## src/rtl/pulse_burst_controller.sv

```systemverilog
// Programmable strobe-burst sequencer: delay, width, period and count are latched
// on an accepted start; the train can be cancelled at any time with abort.
module pulse_burst_controller #(
   parameter int CNT_W = 8
) (
   input  logic             clk,
   input  logic             reset,
   input  logic             start,
   input  logic             abort,
   input  logic [CNT_W-1:0] cfg_delay,
   input  logic [CNT_W-1:0] cfg_width,
   input  logic [CNT_W-1:0] cfg_period,
   input  logic [CNT_W-1:0] cfg_count,
   output logic             pulse,
   output logic             busy,
   output logic             done,
   output logic             cfg_err,
   output logic [CNT_W-1:0] pulse_idx
);

   typedef enum logic [1:0] {S_IDLE, S_DELAY, S_HIGH, S_LOW} state_t;

   state_t           r_state, w_state_nxt;
   logic [CNT_W-1:0] r_cnt, w_cnt_nxt;
   logic [CNT_W-1:0] r_idx, w_idx_nxt;
   logic [CNT_W-1:0] r_width_m1, r_low_m1, r_last_idx;
   logic             w_cfg_ok, w_load, w_done_nxt, w_err_nxt;
   logic             r_pulse, r_busy, r_done, r_cfg_err;

   assign w_cfg_ok = (cfg_width != '0) && (cfg_count != '0) && (cfg_width < cfg_period);

   // Each phase loads its length minus one and leaves when the counter reaches zero.
   always_comb begin
      // NOTE: every output of this block gets a default first so no latch is inferred.
      w_state_nxt = r_state;
      w_cnt_nxt   = r_cnt;
      w_idx_nxt   = r_idx;
      w_load      = 1'b0;
      w_done_nxt  = 1'b0;
      w_err_nxt   = 1'b0;
      if (abort) begin
         w_state_nxt = S_IDLE;
      end else begin
         unique case (r_state)
            S_IDLE: begin
               if (start) begin
                  if (w_cfg_ok) begin
                     w_load    = 1'b1;
                     w_idx_nxt = '0;
                     if (cfg_delay == '0) begin
                        w_state_nxt = S_HIGH;
                        w_cnt_nxt   = cfg_width - 1'b1;
                     end else begin
                        w_state_nxt = S_DELAY;
                        w_cnt_nxt   = cfg_delay - 1'b1;
                     end
                  end else begin
                     w_err_nxt = 1'b1;
                  end
               end
            end
            S_DELAY: begin
               if (r_cnt == '0) begin
                  w_state_nxt = S_HIGH;
                  w_cnt_nxt   = r_width_m1;
               end else begin
                  w_cnt_nxt = r_cnt - 1'b1;
               end
            end
            S_HIGH: begin
               if (r_cnt == '0) begin
                  if (r_idx == r_last_idx) begin
                     w_state_nxt = S_IDLE;
                     w_done_nxt  = 1'b1;
                  end else begin
                     w_state_nxt = S_LOW;
                     w_cnt_nxt   = r_low_m1;
                  end
               end else begin
                  w_cnt_nxt = r_cnt - 1'b1;
               end
            end
            S_LOW: begin
               if (r_cnt == '0) begin
                  w_state_nxt = S_HIGH;
                  w_cnt_nxt   = r_width_m1;
                  w_idx_nxt   = r_idx + 1'b1;
               end else begin
                  w_cnt_nxt = r_cnt - 1'b1;
               end
            end
            default: w_state_nxt = S_IDLE;
         endcase
      end
   end

   always_ff @(posedge clk) begin
      // NOTE: state uses non-blocking assignments so all registers update together.
      if (reset) begin
         r_state    <= S_IDLE;
         r_cnt      <= '0;
         r_idx      <= '0;
         r_width_m1 <= '0;
         r_low_m1   <= '0;
         r_last_idx <= '0;
         r_pulse    <= 1'b0;
         r_busy     <= 1'b0;
         r_done     <= 1'b0;
         r_cfg_err  <= 1'b0;
      end else begin
         r_state   <= w_state_nxt;
         r_cnt     <= w_cnt_nxt;
         r_idx     <= w_idx_nxt;
         r_pulse   <= (w_state_nxt == S_HIGH);
         r_busy    <= (w_state_nxt != S_IDLE);
         r_done    <= w_done_nxt;
         r_cfg_err <= w_err_nxt;
         // Phase lengths are stored pre-decremented so the running burst needs no subtractors.
         if (w_load) begin
            r_width_m1 <= cfg_width - 1'b1;
            r_low_m1   <= cfg_period - cfg_width - 1'b1;
            r_last_idx <= cfg_count - 1'b1;
         end
      end
   end

   assign pulse     = r_pulse;
   assign busy      = r_busy;
   assign done      = r_done;
   assign cfg_err   = r_cfg_err;
   assign pulse_idx = r_idx;

endmodule
```

## config.mk

```make
export PLATFORM = sky130hd
export DESIGN_NAME = pulse_burst_controller
export DESIGN_NICKNAME = d
export VERILOG_FILES = /design/src/rtl/pulse_burst_controller.sv
export SDC_FILE = /design/constraint.sdc
export NUM_CORES = 1
export LEC_CHECK = 0
export CAP_MARGIN = 20
export CORE_MARGIN = 2
export CORE_UTILIZATION = 50
export DETAILED_ROUTE_END_ITERATION = 8
export PLACE_DENSITY = 0.75
export SLEW_MARGIN = 20
export SYNTH_ARGS = -nofsm -noshare
export SYNTH_HDL_FRONTEND = slang
export SYNTH_SLANG_ARGS = --single-unit
```

## constraint.sdc

```tcl
create_clock -name clk -period 7.1 [get_ports clk]
set_input_delay 1.42 -clock clk [delete_from_list [all_inputs] [get_ports clk]]
set_output_delay 1.42 -clock clk [all_outputs]
set_load 0.03 [all_outputs]
```

==> flow_metrics.py <==
metrics = {
    "yosys": {
        "seq_area_frac_synth_pct": 28.6,
        "synth_edf_count": 0,
        "syn_area_mm2": 0.00321,
        "yosys_warnings": 0,
        "synth.distinct_cells": 58,
        "synth.avg_cell_area_um2": 8.20,
        "netlist_instances": 392,
        "synth_nets": 449,
        "async_flop_share_pct": 0,
        "synth-main-ff-cell": "dfxtp_1",
        "synth_seq_cells": 46,
    },
    "power_and_ir_drop": {
        "p_leak_nw": 1.42,
        "internal_power_mw": 0.469,
        "seqPwrFrac_pct": 42.3,
        "p_clk_share_pct": 29.1,
        "power.density_mw_per_mm2": 178,
        "power.switching_mw": 0.214,
        "p_sw_share_pct": 31.3,
        "combPwrFrac_pct": 28.6,
        "irDropWorstVdd_mv": 0.0932,
    },
    "run_status": {
        "outcome": "finished clean",
    },
    "placement": {
        "placed_cell_area_mm2": 0.00372,
        "routabilityCongestion": 0.945,
        "io_buffers": 47,
        "dp.final_hpwl_mm": 6.16,
    },
    "clock_network": {
        "h-tree-depth": 2,
        "cts_hold_buf": 0,
        "clockBufferDepth": 2,
        "cts_resized": 0,
        "cts_tree": "built",
        "clock_sinks": 46,
        "cts_buffers": 5,
        "clkTransAtPathRegs_ps": 80,
        "root_buffer": "clkbuf_8",
        "cts_setup_buffers": 0,
        "worstSkewPairLatency_ps": 300,
    },
    "grt": {
        "grt_max_degree": 39,
        "grt_pass1_vias": 2658,
        "grt_pass1_wl_mm": 13.0,
        "overflow": 0,
        "antenna_found_initial": 0,
        "grt_usage_pct": 22.3,
    },
    "drt": {
        "drc": 0,
        "firstDrtPassIters": 5,
        "drtIter0Drc": 296,
        "vias": 2981,
        "routed_via_density": 5.86,
        "post_drt_wl_per_cell_um": 15.6,
        "ant_nets": 0,
        "drt_wl_total_mm": 7.96,
    },
    "final_layout": {
        "utilization_pct": 61.1,
        "fin_nets": 489,
        "fin_area_mm2": 0.00384,
        "drive_above_1_share_pct": 6.25,
        "syn_to_final_growth_pct": 19.3,
        "antenna_cells": 0,
    },
    "timing": {
        "fin_crit_ps": 4680,
        "slew_viol_final": 0,
        "hold_viol_final": 0,
        "rsz0062_at_grt": "false",
        "timing.fmax_mhz": 214,
        "slew_headroom_pct": 32.7,
        "setup_viol": 0,
        "tightest_slew_ps": 1010,
        "clock_skew_ps": 6.72,
        "setup-tns-final_ps": 0,
        "period_share_pct": 65.9,
    },
    "floorplanning": {
        "die-area_mm2": 0.00709,
        "initial_core_util_pct": 51.2,
        "fp.coreArea_mm2": 0.00628,
        "die_y_um": 84.2,
        "fp.dieW_um": 84.2,
        "io_pins": 48,
        "core.rowCount": 29,
    },
    "critical_path": {
        "required_ps": 7290,
        "cp-end-kind": "flop",
        "cp_max_fo": 19,
        "crit_path_start_kind": "input port",
        "cp.arrival_ps": 4870,
        "crit_type": "input port to flop",
    },
    "min_path": {
        "hold_class": "flop to flop",
    },
    "job": {
        "cap_violations": 0,
    },
}
==> synthesized netlist by cell type (all sizes together), types with 4 or more instances <==
cell type	n	area share, %
a21oi	20	3.2
ha	20	7.8
nand2	20	2.3
inv	33	3.9
xnor2	20	5.4
clkbuf	11	1.3
buf	5	0.97
dfxtp	46	29
or3	4	0.78
nor2	55	6.7
nor3b	4	0.93
nor3	12	2.2
nand3	6	0.93
a211oi	29	7.6
mux2i	10	3.1
o21a	5	1.2
xor2	14	3.8
a2111oi	4	1.1
nor4	9	2.2
o21ai	12	1.9
nor2b	4	0.78
==> registers in the layout (all words and copies together) (netlist names) <==
name / flops
r_low_m1: 8
r_width_m1: 8
done: 1
cfg_err: 1
r_cnt: 8
pulse: 1
r_last_idx: 8
r_state: 2
busy: 1
pulse_idx: 8
==> through the flow <==
step           setup WS [ps]  instances  hold slack (ps)  power, mW
2_1_floorplan           3250        392              446      0.426
3_3_place_gp            2260        502              462      0.483
3_5_place_dp            2140        502              473      0.486
4_1_cts                 2460        509              489      0.683
5_1_grt                 2220        509              521      0.714
6_report                2420        509              488      0.684
==> power by group through the flow <==
stage               Combinational (mW)  Sequential [mW]  Clock [mW]
global route                     0.214            0.291       0.209
global placement                 0.189            0.294           0
detailed placement               0.191            0.295           0
CTS                              0.193            0.289       0.201
floorplan                        0.134            0.292           0
finish                           0.196            0.289       0.199
==> worst max-delay path, stage by stage <==
cell,delay [ps]
clkdlybuf4s50_1,470
inv_1,140
ha_1,180
inv_1,50
fa_1,420
a211oi_1,300
o21a_1,240
nor2_1,120
nor4_4,770
or4b_2,650
o311ai_0,110
==> placed cells by master (no fill, tap or decap), types with 2 or more instances in the layout <==
master / Yosys / layout
ha_1: 20 / 20
clkbuf_8: 0 / 6
nor3_2: 2 / 2
or3_1: 4 / 4
o21ai_0: 12 / 12
xor2_1: 14 / 14
nand2_1: 20 / 20
nor3_1: 10 / 10
o31ai_1: 3 / 3
nand3_1: 6 / 6
o211ai_1: 3 / 3
xnor2_1: 20 / 20
o21a_1: 5 / 5
a2111oi_0: 4 / 4
nor2b_1: 4 / 4
o31a_1: 3 / 3
a221oi_1: 3 / 3
o311ai_0: 2 / 2
buf_4: 0 / 2
a211oi_1: 24 / 24
or2_2: 2 / 2
nor4_1: 8 / 8
a31oi_1: 3 / 3
nor2_1: 54 / 54
mux2i_1: 10 / 10
a21oi_1: 19 / 19
nor4b_1: 2 / 2
inv_1: 33 / 33
dfxtp_1: 46 / 46
o22ai_1: 3 / 3
nor3b_1: 4 / 4
clkdlybuf4s50_1: 0 / 47
or4b_4: 2 / 2
a211oi_2: 5 / 5
nand2b_1: 3 / 3
==> area by class of cell <==
| cell class | instances | area [um^2] |
|---|---|---|
| clock inverters | 1 | 30.0 |
| repair buffers | 49 | 485 |
| multi-input cells | 297 | 2100 |
| fillers | 570 | 2440 |
| well taps | 77 | 96.3 |
| inverters | 33 | 124 |
| flip-flops and latches | 46 | 921 |
| clock buffers | 6 | 82.6 |
==> layer usage <==
layer / track usage (%) / wire (um) / vias up
li1: - / - / 1492
met1: 32.1 / 3750 / 1363
met2: 35.4 / 3610 / 112
met3: 3.24 / 493 / 14
met4: 5.28 / 110 / 0
met5: 0 / 0 / -
==> worst paths after layout <==
path                                          startpoint  slack [ps]                  endpoint  cells past startpoint
worst max-delay path                        cfg_width[0]        2420  r_low_m1[6]$_SDFFE_PP0P_                     11
worst min-delay path            r_low_m1[7]$_SDFFE_PP0P_         490  r_low_m1[7]$_SDFFE_PP0P_                      2
worst max register to register     r_cnt[0]$_SDFFE_PP0P_        4160     r_cnt[6]$_SDFFE_PP0P_                      7
worst min register to register  r_low_m1[7]$_SDFFE_PP0P_         490  r_low_m1[7]$_SDFFE_PP0P_                      2
==> cells by family (layout without fill, tap and decap cells) <==
kind of cell	count (synthesis)	after routing	synth area share, %
AO/OA/AOI/OAI	102	102	23.5
adder cells (fa/ha/maj)	21	21	8.41
buffers and inverters	49	89	6.11
multiplexers	10	10	3.11
AND/OR/NAND/NOR	130	130	20.9
flip-flops	46	46	28.6
XOR/XNOR	34	34	9.26
Note: power is estimated with default switching activity, not from simulation.
